<file path="config.mk">
export PLATFORM = sky130hd
export DESIGN_NAME = hs_sync_receiver
export DESIGN_NICKNAME = d
export VERILOG_FILES = /design/src/rtl/hs_sync_receiver.sv
export SDC_FILE = /design/constraint.sdc
export NUM_CORES = 1
export LEC_CHECK = 0
export CAP_MARGIN = 0
export CORE_UTILIZATION = 40
export DETAILED_ROUTE_END_ITERATION = 6
export DONT_BUFFER_PORTS = 1
export GPL_TIMING_DRIVEN = 1
export SETUP_SLACK_MARGIN = 0.15
export SLEW_MARGIN = 10
export SYNTH_ARGS = -nofsm -noshare
export SYNTH_HDL_FRONTEND = slang
export SYNTH_SLANG_ARGS = --single-unit
export TNS_END_PERCENT = 50
</file>
<file path="constraint.sdc">
create_clock -name clk -period 7.2 [get_ports clk]
set_input_delay 1.8 -clock clk [delete_from_list [all_inputs] [get_ports clk]]
set_output_delay 1.8 -clock clk [all_outputs]
set_load 0.02 [all_outputs]
</file>
<file path="src/rtl/hs_sync_receiver.sv">
// Clocked sink for a 4-phase bundled-data channel: synchronizes Rreq, captures data plus dual-rail error, acks, and queues words.
// Optional HS_TIMEOUT_EN adds a TIMEOUT parameter and a sticky timeout output that aborts stalled handshakes.
module hs_sync_receiver #(
   parameter int DATA_W      = 8,
   parameter int DEPTH       = 4,
   parameter int SYNC_STAGES = 2,
   parameter int CNT_W       = 16
`ifdef HS_TIMEOUT_EN
   ,
   parameter int TIMEOUT     = 64
`endif
) (
   input  logic              clk,
   input  logic              rst,
   input  logic              Rreq,
   input  logic [DATA_W-1:0] Rdata,
   input  logic              Err1,
   input  logic              Err0,
   output logic              Rack,
   output logic              out_valid,
   input  logic              out_ready,
   output logic [DATA_W-1:0] out_data,
   output logic              out_err,
   output logic [CNT_W-1:0]  hs_count,
   output logic              proto_err,
`ifdef HS_TIMEOUT_EN
   output logic              timeout,
`endif
   output logic [1:0]        dbg_state
);

   localparam int AW = $clog2(DEPTH);

   typedef enum logic [1:0] {
      IDLE    = 2'd0,
      EVAL    = 2'd1,
      ACK_HI  = 2'd2,
      RELEASE = 2'd3
   } state_t;

   state_t state, next_state;

   logic [SYNC_STAGES-1:0] sync_q;
   logic                   req_s;
   logic                   rack_q, rack_d;
   logic                   push, push_err, set_proto, inc_count;
   logic [DATA_W:0]        push_word;

   logic [DATA_W:0] mem [DEPTH];
   logic [AW:0]     wr_ptr, rd_ptr, wr_next, rd_next;
   logic            full, pop;
   logic [DATA_W:0] head_next;

`ifdef HS_TIMEOUT_EN
   localparam int TW = $clog2(TIMEOUT + 1);
   logic [TW-1:0] tmo_cnt;
   logic          tmo_fire, tmo_rel;
`endif

   // Rreq crosses in here; only sync_q[SYNC_STAGES-1] is used downstream.
   always_ff @(posedge clk or negedge rst) begin
      if (!rst) sync_q <= '0;
      else      sync_q <= {sync_q[SYNC_STAGES-2:0], Rreq};
   end
   assign req_s = sync_q[SYNC_STAGES-1];

   // State register plus the registered Rack and counters it owns.
   always_ff @(posedge clk or negedge rst) begin
      if (!rst) begin
         state     <= IDLE;
         rack_q    <= 1'b0;
         hs_count  <= '0;
         proto_err <= 1'b0;
      end else begin
         state  <= next_state;
         rack_q <= rack_d;
         if (inc_count) hs_count  <= hs_count + CNT_W'(1);
         if (set_proto) proto_err <= 1'b1;
      end
   end

   always_comb begin
      next_state = state;
      push       = 1'b0;
      push_err   = 1'b0;
      set_proto  = 1'b0;
`ifdef HS_TIMEOUT_EN
      tmo_fire   = 1'b0;
`endif
      case (state)
         IDLE:    if (req_s && !full) next_state = EVAL;
         EVAL: begin
            case ({Err1, Err0})
               2'b01: begin push = 1'b1; next_state = ACK_HI; end
               2'b10: begin push = 1'b1; push_err = 1'b1; next_state = ACK_HI; end
               2'b11: begin
                  push = 1'b1; push_err = 1'b1; set_proto = 1'b1; next_state = ACK_HI;
               end
               default: next_state = EVAL;
            endcase
         end
         ACK_HI:  if (!req_s) next_state = RELEASE;
         default: next_state = IDLE;
      endcase
`ifdef HS_TIMEOUT_EN
      if ((state == EVAL || state == ACK_HI) && tmo_cnt == TW'(TIMEOUT - 1)) begin
         next_state = RELEASE;
         push       = 1'b0;
         push_err   = 1'b0;
         set_proto  = 1'b0;
         tmo_fire   = 1'b1;
      end
`endif
   end

   always_comb begin
      rack_d    = (next_state == ACK_HI);
`ifdef HS_TIMEOUT_EN
      inc_count = (state == RELEASE) && !tmo_rel;
`else
      inc_count = (state == RELEASE);
`endif
   end

   assign Rack      = rack_q;
   assign dbg_state = state;

`ifdef HS_TIMEOUT_EN
   // Counts consecutive cycles spent in EVAL/ACK_HI; tmo_rel marks an aborted RELEASE.
   always_ff @(posedge clk or negedge rst) begin
      if (!rst) begin
         tmo_cnt <= '0;
         timeout <= 1'b0;
         tmo_rel <= 1'b0;
      end else begin
         if (state == RELEASE) tmo_rel <= 1'b0;
         if (tmo_fire) begin
            tmo_cnt <= '0;
            timeout <= 1'b1;
            tmo_rel <= 1'b1;
         end else if (state == EVAL || state == ACK_HI) begin
            tmo_cnt <= tmo_cnt + TW'(1);
         end else begin
            tmo_cnt <= '0;
         end
      end
   end
`endif

   // Output port: a word transfers on any cycle where out_valid && out_ready are both high;
   // out_valid never depends on out_ready, and the head holds steady until it is taken.
   assign push_word = {push_err, Rdata};
   assign full      = (wr_ptr[AW] != rd_ptr[AW]) && (wr_ptr[AW-1:0] == rd_ptr[AW-1:0]);
   assign out_valid = (wr_ptr != rd_ptr);
   assign pop       = out_valid && out_ready;
   assign wr_next   = wr_ptr + (AW + 1)'(push);
   assign rd_next   = rd_ptr + (AW + 1)'(pop);

   // A word pushed into an empty (or just-emptied) FIFO bypasses memory into the head register.
   assign head_next = (push && wr_ptr[AW-1:0] == rd_next[AW-1:0]) ? push_word
                                                                  : mem[rd_next[AW-1:0]];

   always_ff @(posedge clk) begin
      if (push) mem[wr_ptr[AW-1:0]] <= push_word;
   end

   always_ff @(posedge clk or negedge rst) begin
      if (!rst) begin
         wr_ptr   <= '0;
         rd_ptr   <= '0;
         out_data <= '0;
         out_err  <= 1'b0;
      end else begin
         wr_ptr <= wr_next;
         rd_ptr <= rd_next;
         if (wr_next != rd_next) {out_err, out_data} <= head_next;
      end
   end

endmodule
</file>
=== After elaboration in Yosys (flattened, before gate mapping) ===
Memory sizes are Yosys's and may differ from the RTL's. A register that Yosys moved wholly into a read port is not among the register bits.
Index checks and enable logic that the tools add are counted.
W data, S select, Z words.

* Logic and storage cells: 42
* Memories kept: 1
* Output and inout port bits: 30
* Latch bits: 0
* Flip-flop bits (word level): 28
* ROM bits: 0
* Bits in writable memories: 36

* Equal/unequal tests: 11
* Reduce and logical (&&, ||, !) cells: 8
* Mux-type cells: 12
* Bitwise gates (word level): 0
* Add/subtract/negate cells: 3
* Shift operators: 0
* $mul: 0
* Div/mod/pow operators: 0
* $lt $le $gt $ge: 0

{| class="wikitable"
|+ Memory list
! memory !! depth !! width !! read ports !! clocked after Yosys merged registers in !! write ports !! line !! text
|-
| mem || 4 || 9 || 1 || 1 || 1 || 49 || <nowiki>logic [DATA_W:0] mem [DEPTH];</nowiki>
|}

{| class="wikitable"
|+ Operator list
! operator !! count
|-
| $add A16 B1 Y16 const B || 1
|-
| $eq A2 B2 Y1 const B || 5
|-
| $mux W1 || 8
|-
| $add A3 B1 Y3 || 2
|-
| $mux W2 || 3
|-
| $ne A3 B3 Y1 || 2
|-
| $pmux W2 S3 || 1
|-
| $eq A2 B1 Y1 const B || 2
|-
| $logic_and A1 B1 Y1 || 3
|-
| $reduce_or A3 Y1 || 1
|-
| $eq A2 B2 Y1 || 1
|-
| $logic_not A1 Y1 || 2
|-
| $logic_not A2 Y1 || 1
|-
| $reduce_or A2 Y1 || 1
|-
| $ne A1 B1 Y1 || 1
|}

=== Logic depth before layout (Yosys ltp) ===
* Depth after elaboration: 7
* Depth in mapped cells: 12

=== Least setup slack after synthesis ===
OpenSTA, ideal clock, no wires.

* Kind: input port to flip-flop
* From: in Err0
* To: reg out_data[0] (read register of mem)
* Path slack: 3587 ps
* Setup time: 82 ps
* Cell stages on the path: 11
* Arrival: 3531 ps
* Required time: 7118 ps
* Path through: or2_2 > nand2_1 > inv_1 > ha_1 > ha_1 > xor2_1 > xor2_1 > nand2_1 > or2_1 > buf_2 > a31oi_1

* Word-level cells in the longest chain between the ends: 6
* Elaborated cells between the ends (all ways): 8
* Classes of those cells: 1 x add/sub; 4 x eq/ne; 2 x mux; 1 x reduce/logical

{| class="wikitable"
|+ Ends and longest elaborated chain
! element !! line !! text
|-
| start: declaration || 18 || <nowiki>input logic Err0,</nowiki>
|-
| $eq A2 B2 Y1 or $eq A2 B1 Y1 (tied branches) || 93 || <nowiki>case ({Err1, Err0})</nowiki>
|-
| $reduce_or A3 Y1 (no source line) (*) || n/a ||
|-
| $mux W1 (*) || 93 ||
|-
| $mux W1 (*) || 90 || <nowiki>case (state)</nowiki>
|-
| $add A3 B1 Y3 (*) || 156 || <nowiki>assign wr_next = wr_ptr + (AW + 1)'(push);</nowiki>
|-
| via wr_next[2] || 50 || <nowiki>logic [AW:0] wr_ptr, rd_ptr, wr_next, rd_next;</nowiki>
|-
| $ne A3 B3 Y1 (*) || 176 || <nowiki>if (wr_next != rd_next) {out_err, out_data} <= head_next;</nowiki>
|-
| end: declaration || 22 || <nowiki>output logic [DATA_W-1:0] out_data,</nowiki>
|}

Mark *: on every way through the listed nets, which the timed path passes. The rest lies on a longest branch.
A chain may end at the register's enable or synchronous reset.

=== Worst setup path after layout ===
* From: in out_ready
* To: reg out_data[7] (read register of mem)

* Word-level cells in the longest chain between the ends: 3

{| class="wikitable"
|+ Ends and longest elaborated chain
! element !! line !! text
|-
| start: declaration || 21 || <nowiki>input logic out_ready,</nowiki>
|-
| $logic_and A1 B1 Y1 (*) || 155 || <nowiki>assign pop = out_valid && out_ready;</nowiki>
|-
| $add A3 B1 Y3 (*) || 157 || <nowiki>assign rd_next = rd_ptr + (AW + 1)'(pop);</nowiki>
|-
| via rd_next[1] || 50 ||
|-
| $ne A3 B3 Y1 || 176 ||
|}

Marked as above.

==> metrics.txt <==
# TYPE chip_impl_metric gauge
chip_impl_metric{name="fill_cells",unit=""} 709
chip_impl_info{name="worstSetupPathType",value="in -> reg"} 1
chip_impl_metric{name="worstPathRequired",unit="ns"} 7.47
chip_impl_metric{name="synth_top_area_share",unit="%"} 32.6
chip_impl_metric{name="syn_inst",unit=""} 262
chip_impl_metric{name="grt_start_max_net_pins",unit=""} 38
chip_impl_metric{name="cts.path.max_buffers",unit=""} 2
chip_impl_metric{name="ir_drop",unit="uV"} 161
chip_impl_metric{name="p_leak",unit="nW"} 1.40
chip_impl_metric{name="num_vias",unit=""} 1994
chip_impl_metric{name="synth_async_sr_flop_share",unit="%"} 50.7
chip_impl_metric{name="place_area",unit="sq um"} 3390
chip_impl_metric{name="clk_pin_slew",unit="ns"} 0.08
chip_impl_metric{name="worstSkewPairLatency",unit="ns"} 0.35
chip_impl_info{name="tritoncts",value="done"} 1
chip_impl_metric{name="drtAntennaViolNets",unit=""} 0
chip_impl_info{name="timing.critical_path.max_delay_family",value="adder cells"} 1
chip_impl_metric{name="numClockSinks",unit=""} 73
chip_impl_metric{name="ctsResizeCount",unit=""} 0
chip_impl_info{name="mostFrequentLayoutCells",value="sky130_fd_sc_hd__dfrtp_1 (37), sky130_fd_sc_hd__edfxtp_1 (36), sky130_fd_sc_hd__nand2_1 (31)"} 1
chip_impl_info{name="setup_repair_after_global_routing_missed_its_margin",value="no"} 1
chip_impl_metric{name="hold_violations",unit=""} 0
chip_impl_metric{name="flow.area_growth_from_synthesis",unit="%"} 8.55
chip_impl_metric{name="synth-xor-area-share",unit="%"} 8.59
chip_impl_metric{name="synth-edff-count",unit=""} 36
chip_impl_metric{name="cap_viol_max_count",unit=""} 0
chip_impl_metric{name="layout_min_cycle_time",unit="ns"} 4.00
chip_impl_metric{name="worst_ep_arrival_time",unit="ns"} 4.27
chip_impl_metric{name="ys_types",unit=""} 46
chip_impl_metric{name="tns",unit="ns"} 0
chip_impl_metric{name="cts_post_setup_buffers_inserted",unit=""} 0
chip_impl_metric{name="yosys_warnings",unit=""} 0
chip_impl_metric{name="top_level_pins",unit=""} 44
chip_impl_metric{name="synth.cell_area",unit="sq um"} 3320
chip_impl_info{name="critPathMostFrequentCell",value="sky130_fd_sc_hd__a31oi_1"} 1
chip_impl_metric{name="cts_buffers",unit=""} 9
chip_impl_metric{name="drt-pass1-iter-count",unit=""} 4
chip_impl_metric{name="synth_simple_gate_area_share",unit="%"} 14.2
chip_impl_info{name="cell_chain_of_the_critical_path",value="inv_1 > a31oi_1 > and2_1 > ha_1 > xnor2_1 > o2111ai_1 > nor2_1 > nand2_1 > a31oi_1"} 1
chip_impl_metric{name="routed_via_density",unit=""} 5.40
chip_impl_metric{name="seqCellArea",unit="sq um"} 2010
chip_impl_metric{name="cellPowerDensity",unit="nW/um^2"} 491
chip_impl_metric{name="setup_viol",unit=""} 0
chip_impl_metric{name="cp_max_fo",unit=""} 36
chip_impl_metric{name="synth-compound-area-share",unit="%"} 10.7
chip_impl_metric{name="wl_per_cell",unit="um"} 17.9
chip_impl_metric{name="synth.yosys.seq_area_share",unit="%"} 60.4
chip_impl_metric{name="clock.fmax",unit="GHz"} 0.250
chip_impl_metric{name="gp_routability_congestion",unit=""} 0.783
chip_impl_metric{name="post_route_cells_drive_above_1_share",unit="%"} 10.5
chip_impl_metric{name="cts-htree-levels",unit=""} 3
chip_impl_metric{name="die_y",unit="um"} 93.1
chip_impl_metric{name="fp.dieW",unit="um"} 93.1
chip_impl_metric{name="crit_path_max_incr_delay",unit="ns"} 0.92
chip_impl_metric{name="timing_worst_slew_pin_value",unit="ns"} 0.978
chip_impl_metric{name="violation_count_after_the_first_detailed_routing_iteration",unit=""} 105
chip_impl_info{name="status",value="finished, final reports clean"} 1
chip_impl_info{name="worstSetupStartpointType",value="primary input"} 1
chip_impl_info{name="ctsRootBufferMaster",value="sky130_fd_sc_hd__clkbuf_8"} 1
chip_impl_metric{name="multiInputGateArea",unit="sq um"} 1220
chip_impl_metric{name="cts-hold-fix-buffers",unit=""} 0
chip_impl_metric{name="synth_mux_area_share",unit="%"} 1.47
chip_impl_metric{name="die_area",unit="sq um"} 8670
chip_impl_metric{name="final.period_utilization",unit="%"} 55.6
chip_impl_metric{name="fp.coreArea",unit="sq um"} 7890
chip_impl_metric{name="globalRouteTotalUtil",unit="%"} 17.1
chip_impl_info{name="hold_path.class",value="reg -> reg"} 1
chip_impl_metric{name="drc",unit=""} 0
chip_impl_metric{name="number_of_buffers_inserted_by_port_buffering",unit=""} 0
chip_impl_metric{name="diodes",unit=""} 0
chip_impl_info{name="crit_slowest_cell",value="sky130_fd_sc_hd__ha_1"} 1
chip_impl_metric{name="post_synth_fa_ha_maj_area_fraction",unit="%"} 1.51
chip_impl_info{name="synth_largest_area_cell",value="sky130_fd_sc_hd__edfxtp_1"} 1
chip_impl_metric{name="timing.critical_path.buf_inv",unit=""} 1
chip_impl_metric{name="global_route_wire_length_before_repair",unit="um"} 10800
chip_impl_info{name="endpoint_kind",value="register"} 1
chip_impl_metric{name="postSynthAreaPerCell",unit="sq um"} 12.7
chip_impl_metric{name="ys_ff_latch",unit=""} 73
chip_impl_metric{name="finalClockSkew",unit="ns"} 0.0110
chip_impl_info{name="main_combinational_cell_family_by_area_after_synthesis",value="simple AND/OR/NAND/NOR gates"} 1
chip_impl_metric{name="design.final.nets",unit=""} 280
chip_impl_metric{name="std_cell_rows",unit=""} 32
chip_impl_metric{name="global_route.overflow_total",unit=""} 0
chip_impl_info{name="synthFlopType",value="sky130_fd_sc_hd__dfrtp_1"} 1
chip_impl_metric{name="start_util",unit="%"} 42.1
chip_impl_metric{name="synthesized_nets",unit=""} 280
chip_impl_metric{name="timing.max_slew.rel_slack",unit="%"} 34.5
chip_impl_metric{name="drt-total-wl",unit="um"} 6620
chip_impl_info{name="synth.area.top_cells",value="sky130_fd_sc_hd__edfxtp_1 (33%), sky130_fd_sc_hd__dfrtp_1 (28%), sky130_fd_sc_hd__xnor2_1 (4.5%), sky130_fd_sc_hd__nand2_1 (3.5%), sky130_fd_sc_hd__nand2b_1 (3.2%)"} 1
chip_impl_metric{name="total_half_perimeter_wirelength_after_legalization_and_detailed_placement",unit="um"} 4310
chip_impl_metric{name="report.final.slew_viol_count",unit=""} 0
chip_impl_metric{name="antenna_found_initial",unit=""} 0
chip_impl_info{name="leading_cell_type_in_the_layout_fill_and_taps_excluded",value="sky130_fd_sc_hd__dfrtp_1"} 1
chip_impl_metric{name="design_power_total",unit="mW"} 1.77
chip_impl_metric{name="first_global_vias",unit=""} 2055
chip_impl_metric{name="final_area",unit="sq um"} 3600
## worst reg2reg max path, stage by stage, from the launching register on
cell and delay, ns:
sky130_fd_sc_hd__dfrtp_1 0.53, sky130_fd_sc_hd__xnor2_2 0.35, sky130_fd_sc_hd__a31oi_1 0.17, sky130_fd_sc_hd__and2_1 0.19
sky130_fd_sc_hd__ha_1 0.92, sky130_fd_sc_hd__xnor2_1 0.19, sky130_fd_sc_hd__o2111ai_1 0.15, sky130_fd_sc_hd__nor2_1 0.59
sky130_fd_sc_hd__nand2_1 0.12, sky130_fd_sc_hd__a31oi_1 0.21
## power breakdown
part | switching (mW) | total (mW) | internal (mW)
Combinational | 0.422 | 0.710 | 0.287
Sequential | 0.165 | 0.707 | 0.542
Clock | 0.157 | 0.352 | 0.195
## sequential cells by signal, summed over array words and instances (netlist names)
signal     count
out_err        1
proto_err      1
mem           36
out_data       8
hs_count      16
dbg_state      2
sync_q         2
wr_ptr         3
rd_ptr         3
Rack           1
## cell type report
class	instances	area share, %
well taps	102	3.54
clock inverters	7	2.64
flip-flops and latches	73	55.7
multi-input cells	170	33.9
clock buffers	9	3.44
inverters	8	0.833
## stage by stage
stage	hold WS [ns]	util (%)	instances	worst slack, ns
floorplan	0.331	-	262	3.59
global route	0.371	45.7	369	2.91
global placement	0.337	42.9	353	2.97
detailed placement	0.337	42.9	353	2.80
CTS	0.354	45.7	369	3.18
finish	0.352	45.7	369	3.20
## metal layers
metal / track usage, % / share of wire, % / vias to the layer above
met5: 0 / 0 / -
met4: 9.49 / 2.8 / 0
met3: 6.34 / 6.5 / 16
met2: 26.8 / 48 / 56
met1: 20.2 / 42 / 972
li1: - / - / 950
## cell usage after synthesis, types with 2 or more instances
cell	number
sky130_fd_sc_hd__dfrtp_1	37
sky130_fd_sc_hd__clkbuf_1	3
sky130_fd_sc_hd__mux2_2	2
sky130_fd_sc_hd__nand2_1	31
sky130_fd_sc_hd__and3_1	8
sky130_fd_sc_hd__inv_1	8
sky130_fd_sc_hd__nor2b_1	3
sky130_fd_sc_hd__o21ai_1	4
sky130_fd_sc_hd__a22oi_1	8
sky130_fd_sc_hd__buf_2	3
sky130_fd_sc_hd__and2_1	2
sky130_fd_sc_hd__nand4_1	3
sky130_fd_sc_hd__a211oi_1	9
sky130_fd_sc_hd__nand2b_1	17
sky130_fd_sc_hd__edfxtp_1	36
sky130_fd_sc_hd__or2_1	2
sky130_fd_sc_hd__xnor2_2	2
sky130_fd_sc_hd__o211ai_2	2
sky130_fd_sc_hd__a31oi_1	9
sky130_fd_sc_hd__nor3_1	10
sky130_fd_sc_hd__buf_6	3
sky130_fd_sc_hd__and4_1	2
sky130_fd_sc_hd__xnor2_1	17
sky130_fd_sc_hd__ha_1	4
sky130_fd_sc_hd__nand3_1	7
sky130_fd_sc_hd__o21ai_0	5
sky130_fd_sc_hd__xor2_1	6
## kinds of logic after synthesis
kind of cell               Yosys count
adders and majority gates            4
buffers and inverters               19
DFF                                 73
xor gates and xnor gates            27
AOI/OAI and AO/OA                   46
muxes                                3
and+or+nand+nor                     90
## path summary, 6_finish.rpt
kind / start / endpoint / slack, ns / depth (start not counted)
min in group asynchronous: rst / hs_count[15] / 1.13 / 0
setup reg to reg: wr_ptr[1] / out_data[7] / 3.70 / 9
max in group asynchronous: rst / proto_err / 5.97 / 0
hold / removal: sync_q[0] / sync_q[1] / 0.35 / 0
hold reg to reg: sync_q[0] / sync_q[1] / 0.35 / 0
setup / recovery: out_ready / out_data[7] / 3.20 / 9
No activity file was read; power rests on OpenSTA's default activity.
